### config.mk
export PLATFORM = sky130hd
export DESIGN_NAME = uart_rx_ctrl
export DESIGN_NICKNAME = d
export VERILOG_FILES = /design/src/rtl/uart_rx_ctrl.sv
export SDC_FILE = /design/constraint.sdc
export NUM_CORES = 1
export LEC_CHECK = 0
export CORE_UTILIZATION = 40
export DETAILED_ROUTE_END_ITERATION = 8
export PLACE_DENSITY = 0.57
export SETUP_SLACK_MARGIN = 0.3
export SLEW_MARGIN = 20
export SYNTH_ARGS = -nofsm -noshare
export SYNTH_HDL_FRONTEND = slang
export SYNTH_SLANG_ARGS = --single-unit
### constraint.sdc
create_clock -name clk -period 3.6 [get_ports clk]
set_input_delay 0.36 -clock clk [delete_from_list [all_inputs] [get_ports clk]]
set_output_delay 0.36 -clock clk [all_outputs]
set_load 0.005 [all_outputs]
### src/rtl/uart_rx_ctrl.sv
// UART receive sequencer: strobes each frame bit into a downstream shift register; UART_RX_GLITCH_FILTER_EN adds a 3-sample majority filter.
// Latency: first strobe 2 + BAUD_DIV/2 + BAUD_DIV cycles after the start edge (+1 with the filter).
// Backpressure: none; the serial line cannot be stalled, so the downstream register must accept every strobe.
module uart_rx_ctrl #(
  parameter int DATA_WIDTH = 9,
  parameter int BAUD_DIV   = 434
) (
  input  logic clk,
  input  logic rst,
  input  logic rx,
  output logic shift_en,
  output logic shift_d,
  output logic rx_done,
  output logic busy,
  output logic frame_err
);

  localparam int CW = $clog2(BAUD_DIV);
  localparam int BW = $clog2(DATA_WIDTH + 1);

  localparam logic [1:0] IDLE  = 2'd0;
  localparam logic [1:0] START = 2'd1;
  localparam logic [1:0] SHIFT = 2'd2;
  localparam logic [1:0] DONE  = 2'd3;

  localparam logic [CW-1:0] HALF_END = CW'(BAUD_DIV / 2 - 1);
  localparam logic [CW-1:0] FULL_END = CW'(BAUD_DIV - 1);
  localparam logic [BW-1:0] LAST_BIT = BW'(DATA_WIDTH - 1);

  logic          sync1, sync2;
  logic          rx_s;
  logic [1:0]    state;
  logic [CW-1:0] cnt;
  logic [BW-1:0] bit_cnt;
  logic          last_bit;
  logic          sample;

  // Flops idle high so reset never looks like a start edge.
  always_ff @(posedge clk) begin
    if (rst) begin
      sync1 <= 1'b1;
      sync2 <= 1'b1;
    end else begin
      sync1 <= rx;
      sync2 <= sync1;
    end
  end

`ifdef UART_RX_GLITCH_FILTER_EN
  logic hist1, hist2;

  always_ff @(posedge clk) begin
    if (rst) begin
      hist1 <= 1'b1;
      hist2 <= 1'b1;
    end else begin
      hist1 <= sync2;
      hist2 <= hist1;
    end
  end

  assign rx_s = (sync2 & hist1) | (sync2 & hist2) | (hist1 & hist2);
`else
  assign rx_s = sync2;
`endif

  assign sample    = (state == SHIFT) && (cnt == FULL_END);
  assign shift_en  = sample;
  assign shift_d   = sample & rx_s;
  assign rx_done   = (state == DONE);
  assign busy      = (state != IDLE);

  always_ff @(posedge clk) begin
    if (rst) begin
      state     <= IDLE;
      cnt       <= '0;
      bit_cnt   <= '0;
      last_bit  <= 1'b0;
      frame_err <= 1'b0;
    end else begin
      case (state)
        IDLE: begin
          if (!rx_s) begin
            state <= START;
            cnt   <= '0;
          end
        end
        START: begin
          // Re-check the line at mid start bit to reject short glitches.
          if (cnt == HALF_END) begin
            cnt     <= '0;
            bit_cnt <= '0;
            state   <= rx_s ? IDLE : SHIFT;
          end else begin
            cnt <= cnt + 1'b1;
          end
        end
        SHIFT: begin
          if (sample) begin
            cnt      <= '0;
            bit_cnt  <= bit_cnt + 1'b1;
            last_bit <= rx_s;
            if (bit_cnt == LAST_BIT) state <= DONE;
          end else begin
            cnt <= cnt + 1'b1;
          end
        end
        DONE: begin
          frame_err <= ~last_bit;
          state     <= IDLE;
        end
        default: state <= IDLE;
      endcase
    end
  end

endmodule
Word-level counts from Yosys, hierarchy flattened. Cells that the tools add are included.

Bitwise logic cells: 2. $add $sub $neg: 2. Reductions and logical operators: 9. Mux-type cells: 13. Equal/unequal tests: 10.

Operator list (number): $mux W9 (3); $pmux W9 S3 (1); $mux W2 (5); $add A9 B1 Y9 const B (1); $eq A9 B8 Y1 const B (1); $eq A9 B9 Y1 const B (1); $mux W4 (2); $pmux W2 S4 (1); $pmux W4 S2 (1); $ne A2 B2 Y1 const B (3); $add A4 B1 Y4 const B (1); $eq A2 B2 Y1 const B (2); $eq A4 B4 Y1 const B (1); $reduce_and A2 Y1 (2); $reduce_and A4 Y1 (1); $reduce_bool A2 Y1 (2); $reduce_and A3 Y1 (1); $reduce_bool A3 Y1 (1); $eq A2 B1 Y1 const B (1); $logic_not A2 Y1 (1); $ne A2 B1 Y1 const B (1); $and A1 B1 Y1 (1); $logic_and A1 B1 Y1 (1); $not A1 Y1 (1).

Flip-flop bits (word level): 19. Output and inout bits: 5. Logic and storage cells: 43.

Logic depth before layout (Yosys ltp).
Depth in word-level cells: 4. Mapped depth: 7.

Worst setup path after synthesis. OpenSTA, ideal clock, no wires.

Kind: register to register. From: register state[0]. To: register cnt[4]. Required time: 3.514 ns. Clock period less this slack: 1.727 ns. Arrival time: 1.642 ns. Stages on the path, launching flop included: 7. Setup slack: 1.873 ns. Path through: dfxtp_1 -> inv_1 -> ha_1 -> a21oi_1 -> nand4_1 -> xor2_1 -> a211oi_1.

Word-level cells in the longest chain between the ends: 4.

Ends and longest elaborated chain: start, declared (RTL line 32) `logic [1:0] state;`; start signal, assigned (RTL line 93) `state <= rx_s ? IDLE : SHIFT;`; $eq A2 B2 Y1 (RTL line 67, 81); $logic_and A1 B1 Y1 (RTL line 67) `assign sample = (state == SHIFT) && (cnt == FULL_END);`; $mux W9 (RTL line 99) `if (sample) begin`; $pmux W9 S3 (RTL line 81) `case (state)`; end signal, assigned (RTL line 95) `cnt <= cnt + 1'b1;`; end signal, assigned (RTL line 105) `cnt <= cnt + 1'b1;`; end, declared (RTL line 33) `logic [CW-1:0] cnt;`.

Several ways; a longest one is shown, not always the timed one. A chain may end at the register's enable or synchronous reset.

Worst setup path after layout.
From: register cnt[0]. To: output port shift_d.

Word-level cells in the longest chain between the ends: 3.

Ends and longest elaborated chain: $eq A9 B9 Y1 (RTL line 67); $logic_and A1 B1 Y1 (RTL line 67); $and A1 B1 Y1 (RTL line 69) `assign shift_d = sample & rx_s;`; end, declared (RTL line 12) `output logic shift_d,`.

No other way between the ends.

==> impl_metrics.tcl <==
set metrics [dict create \
    status "completed" \
    crit_fanout 5 \
    totalWireLength_um 2460 \
    required_ns 3.24 \
    regArea_um2 380 \
    p_leak_nw 0.433 \
    drc_errors 0 \
    layout.nets 149 \
    switchingPower_mw 0.126 \
    max_slew.worst_pin.slew_ns 0.754 \
    path_delay_family "simple AND/OR/NAND/NOR gates" \
    final_cell_mix "dfxtp_1, ha_1, inv_1" \
    hpwl_um 1720 \
    yosys_warnings 0 \
    syn_area_per_cell_um2 8.92 \
    grt_max_degree 22 \
    holdPathEnd "rx_s" \
    cts_num_sinks 19 \
    multi_input_area_um2 713 \
    clk_path_buf_depth 2 \
    drive_gt1_frac 0.0963 \
    fin_skew_ns 0.00674 \
    ff2ff_path_depth 6 \
    rsz0062_at_grt "false" \
    diodes 0 \
    max_stage_delay_ns 0.49 \
    netlist_area_um2 1160 \
    overflow 0 \
    ff2ff_setup_slack_ns 1.52 \
    p_int_mw 0.284 \
    hp-start "sync1" \
    syn_inst 130 \
    via_per_inst 5.86 \
    h-tree-depth 1 \
    synth_edf_count 0 \
    hold_class "reg -> reg" \
    drt-pass1-iter-count 4 \
    period_share 0.694 \
    ys_seq_area_frac 0.328 \
    startpoint_type "flip-flop" \
    vias 973 \
    slew_headroom 0.496 \
    r2r-end "cnt[4]" \
    endpoint_kind "output port" \
    postRouteAntennaNets 0 \
    grt_pass1_wl_um 3940 \
    finalMaxSlewViolations 0 \
    p_seq_frac 0.534 \
    whs_path_depth 1 \
    clock.fmax_ghz 0.400 \
    combPwrFrac 0.191 \
    crit_arrival_ns 2.14 \
    areaGrowthSynthToFinish_pct 8.95 \
    setup-tns-final_ns 0 \
    p_sw_frac 0.307 \
    final_util 0.458 \
    r2r_start "state[0]" \
    min_period_ns 2.50 \
    antenna_found_initial 0 \
    design.core.area_um2 2760 \
    ys.flop_type "dfxtp_1" \
    post_cts_resized 0 \
    synth.distinct_cells 41 \
    place.gp.congestion 0.738 \
    clk_latency_ns 0.30 \
    yosys_register_bits 19 \
    crit_chain "ha_1 > and4b_1 > and3_1 > and2_1 > clkdlybuf4s50_1" \
    drtIter0Drc 27 \
    ios 8 \
    final_common_cell "dfxtp_1" \
    syn_nets 143 \
    initial_utilization 0.421 \
    core.rowCount 19 \
    cts_setup_buffers 0 \
    report.final.setup_viol 0 \
    wl_per_cell_um 14.8 \
    grt_pass1_vias 866 \
    root_buffer "clkbuf_4" \
    die_h_um 55.9 \
    async_flop_share 0 \
    cts_made_buffers 3 \
    hold_buffers 0 \
    clkPwrFrac 0.275 \
    cap_violations 0 \
    peakVddDrop_v 0.000207 \
    cts_tree "built" \
    cp_slowest_cell "clkdlybuf4s50_1" \
    fp.dieArea_um2 3120 \
    portBuffers 7 \
    critPathKind "reg -> out" \
    pwr_density_cell_nw_per_um2 325 \
    fill_cells 283 \
    grt_use_total 0.159 \
    cp.buffers_inverters 1 \
    hold_violations 0 \
    cts.reportedPaths.clkPinSlew_ns 0.12 \
    die_w_um 55.9 \
]
routing by layer:
metal,wire length (um),vias to the layer above,GRT usage
met1,1280,458,0.229
li1,-,486,-
met3,88,4,0.0209
met2,1060,25,0.234
met5,0,-,0
met4,34,0,0.0801
area by class of cell:
| type | instances | area share |
|---|---|---|
| clock buffer | 3 | 0.0178 |
| clock inverter | 1 | 0.00396 |
| inverter | 9 | 0.0267 |
| multi-input combinational | 96 | 0.564 |
| sequential | 19 | 0.301 |
| tap | 31 | 0.0307 |
| timing repair buffer | 7 | 0.0554 |
power by group through the flow:
stage / logic [mW] / registers (mW) / clock network (mW)
2_1_floorplan: 0.0599 / 0.222 / 0
3_3_place_gp: 0.0761 / 0.224 / 0
3_5_place_dp: 0.0774 / 0.224 / 0
4_1_cts: 0.0779 / 0.219 / 0.119
5_1_grt: 0.0855 / 0.220 / 0.124
6_report: 0.0783 / 0.219 / 0.113
per-stage QoR:
| stage | setup WS, ns | cells | cell area [um^2] | hold WS [ns] | total power, mW |
|---|---|---|---|---|---|
| after floorplan | 1.87 | 130 | 1160 | 0.389 | 0.282 |
| after global placement | 1.52 | 162 | 1240 | 0.395 | 0.300 |
| after detailed placement | 1.45 | 162 | 1240 | 0.400 | 0.301 |
| after CTS | 1.09 | 166 | 1260 | 0.428 | 0.416 |
| after global routing | 1.03 | 166 | 1260 | 0.441 | 0.430 |
| final | 1.10 | 166 | 1260 | 0.423 | 0.410 |
worst max path at each step:
stage / startpoint / end / slack (ns) / cells after the start
after floorplan: state[0] / cnt[4] / 1.87 / 6
after global placement: cnt[0] / shift_d / 1.52 / 5
after detailed placement: cnt[0] / shift_d / 1.45 / 5
after CTS: cnt[0] / shift_d / 1.09 / 5
after global routing: cnt[1] / shift_d / 1.03 / 6
final: cnt[0] / shift_d / 1.10 / 5
Yosys cell counts, types with 4 or more instances:
library cell  number  area (um^2)
nand2_1            7         26.3
nand4_1            6         37.5
nand3_1            4         20.0
xnor2_1            5         43.8
nor2_1             6         22.5
inv_1              9         33.8
dfxtp_1           19          380
a211oi_1           6         45.0
ha_1              10          125
a21oi_1            7         35.0
nor3_1             6         30.0
cell families (layout without fill, tap and decap cells):
family	count (synthesis)	in the layout	synth area share
DFF	19	19	0.328
AOI/OAI and AO/OA	28	28	0.175
buffers and inverters	15	20	0.0572
muxes	3	3	0.0259
and+or+nand+nor	49	49	0.261
adders and majority gates	10	10	0.108
xor gates and xnor gates	6	6	0.0453
registers in the layout, summed over array words and instances, names as in the netlist, named ones only:
register   count
bit_cnt        4
frame_err      1
state          1
rx_s           1
sync1          1
last_bit       1
cnt            9
No activity file was read; power rests on OpenSTA's default activity.
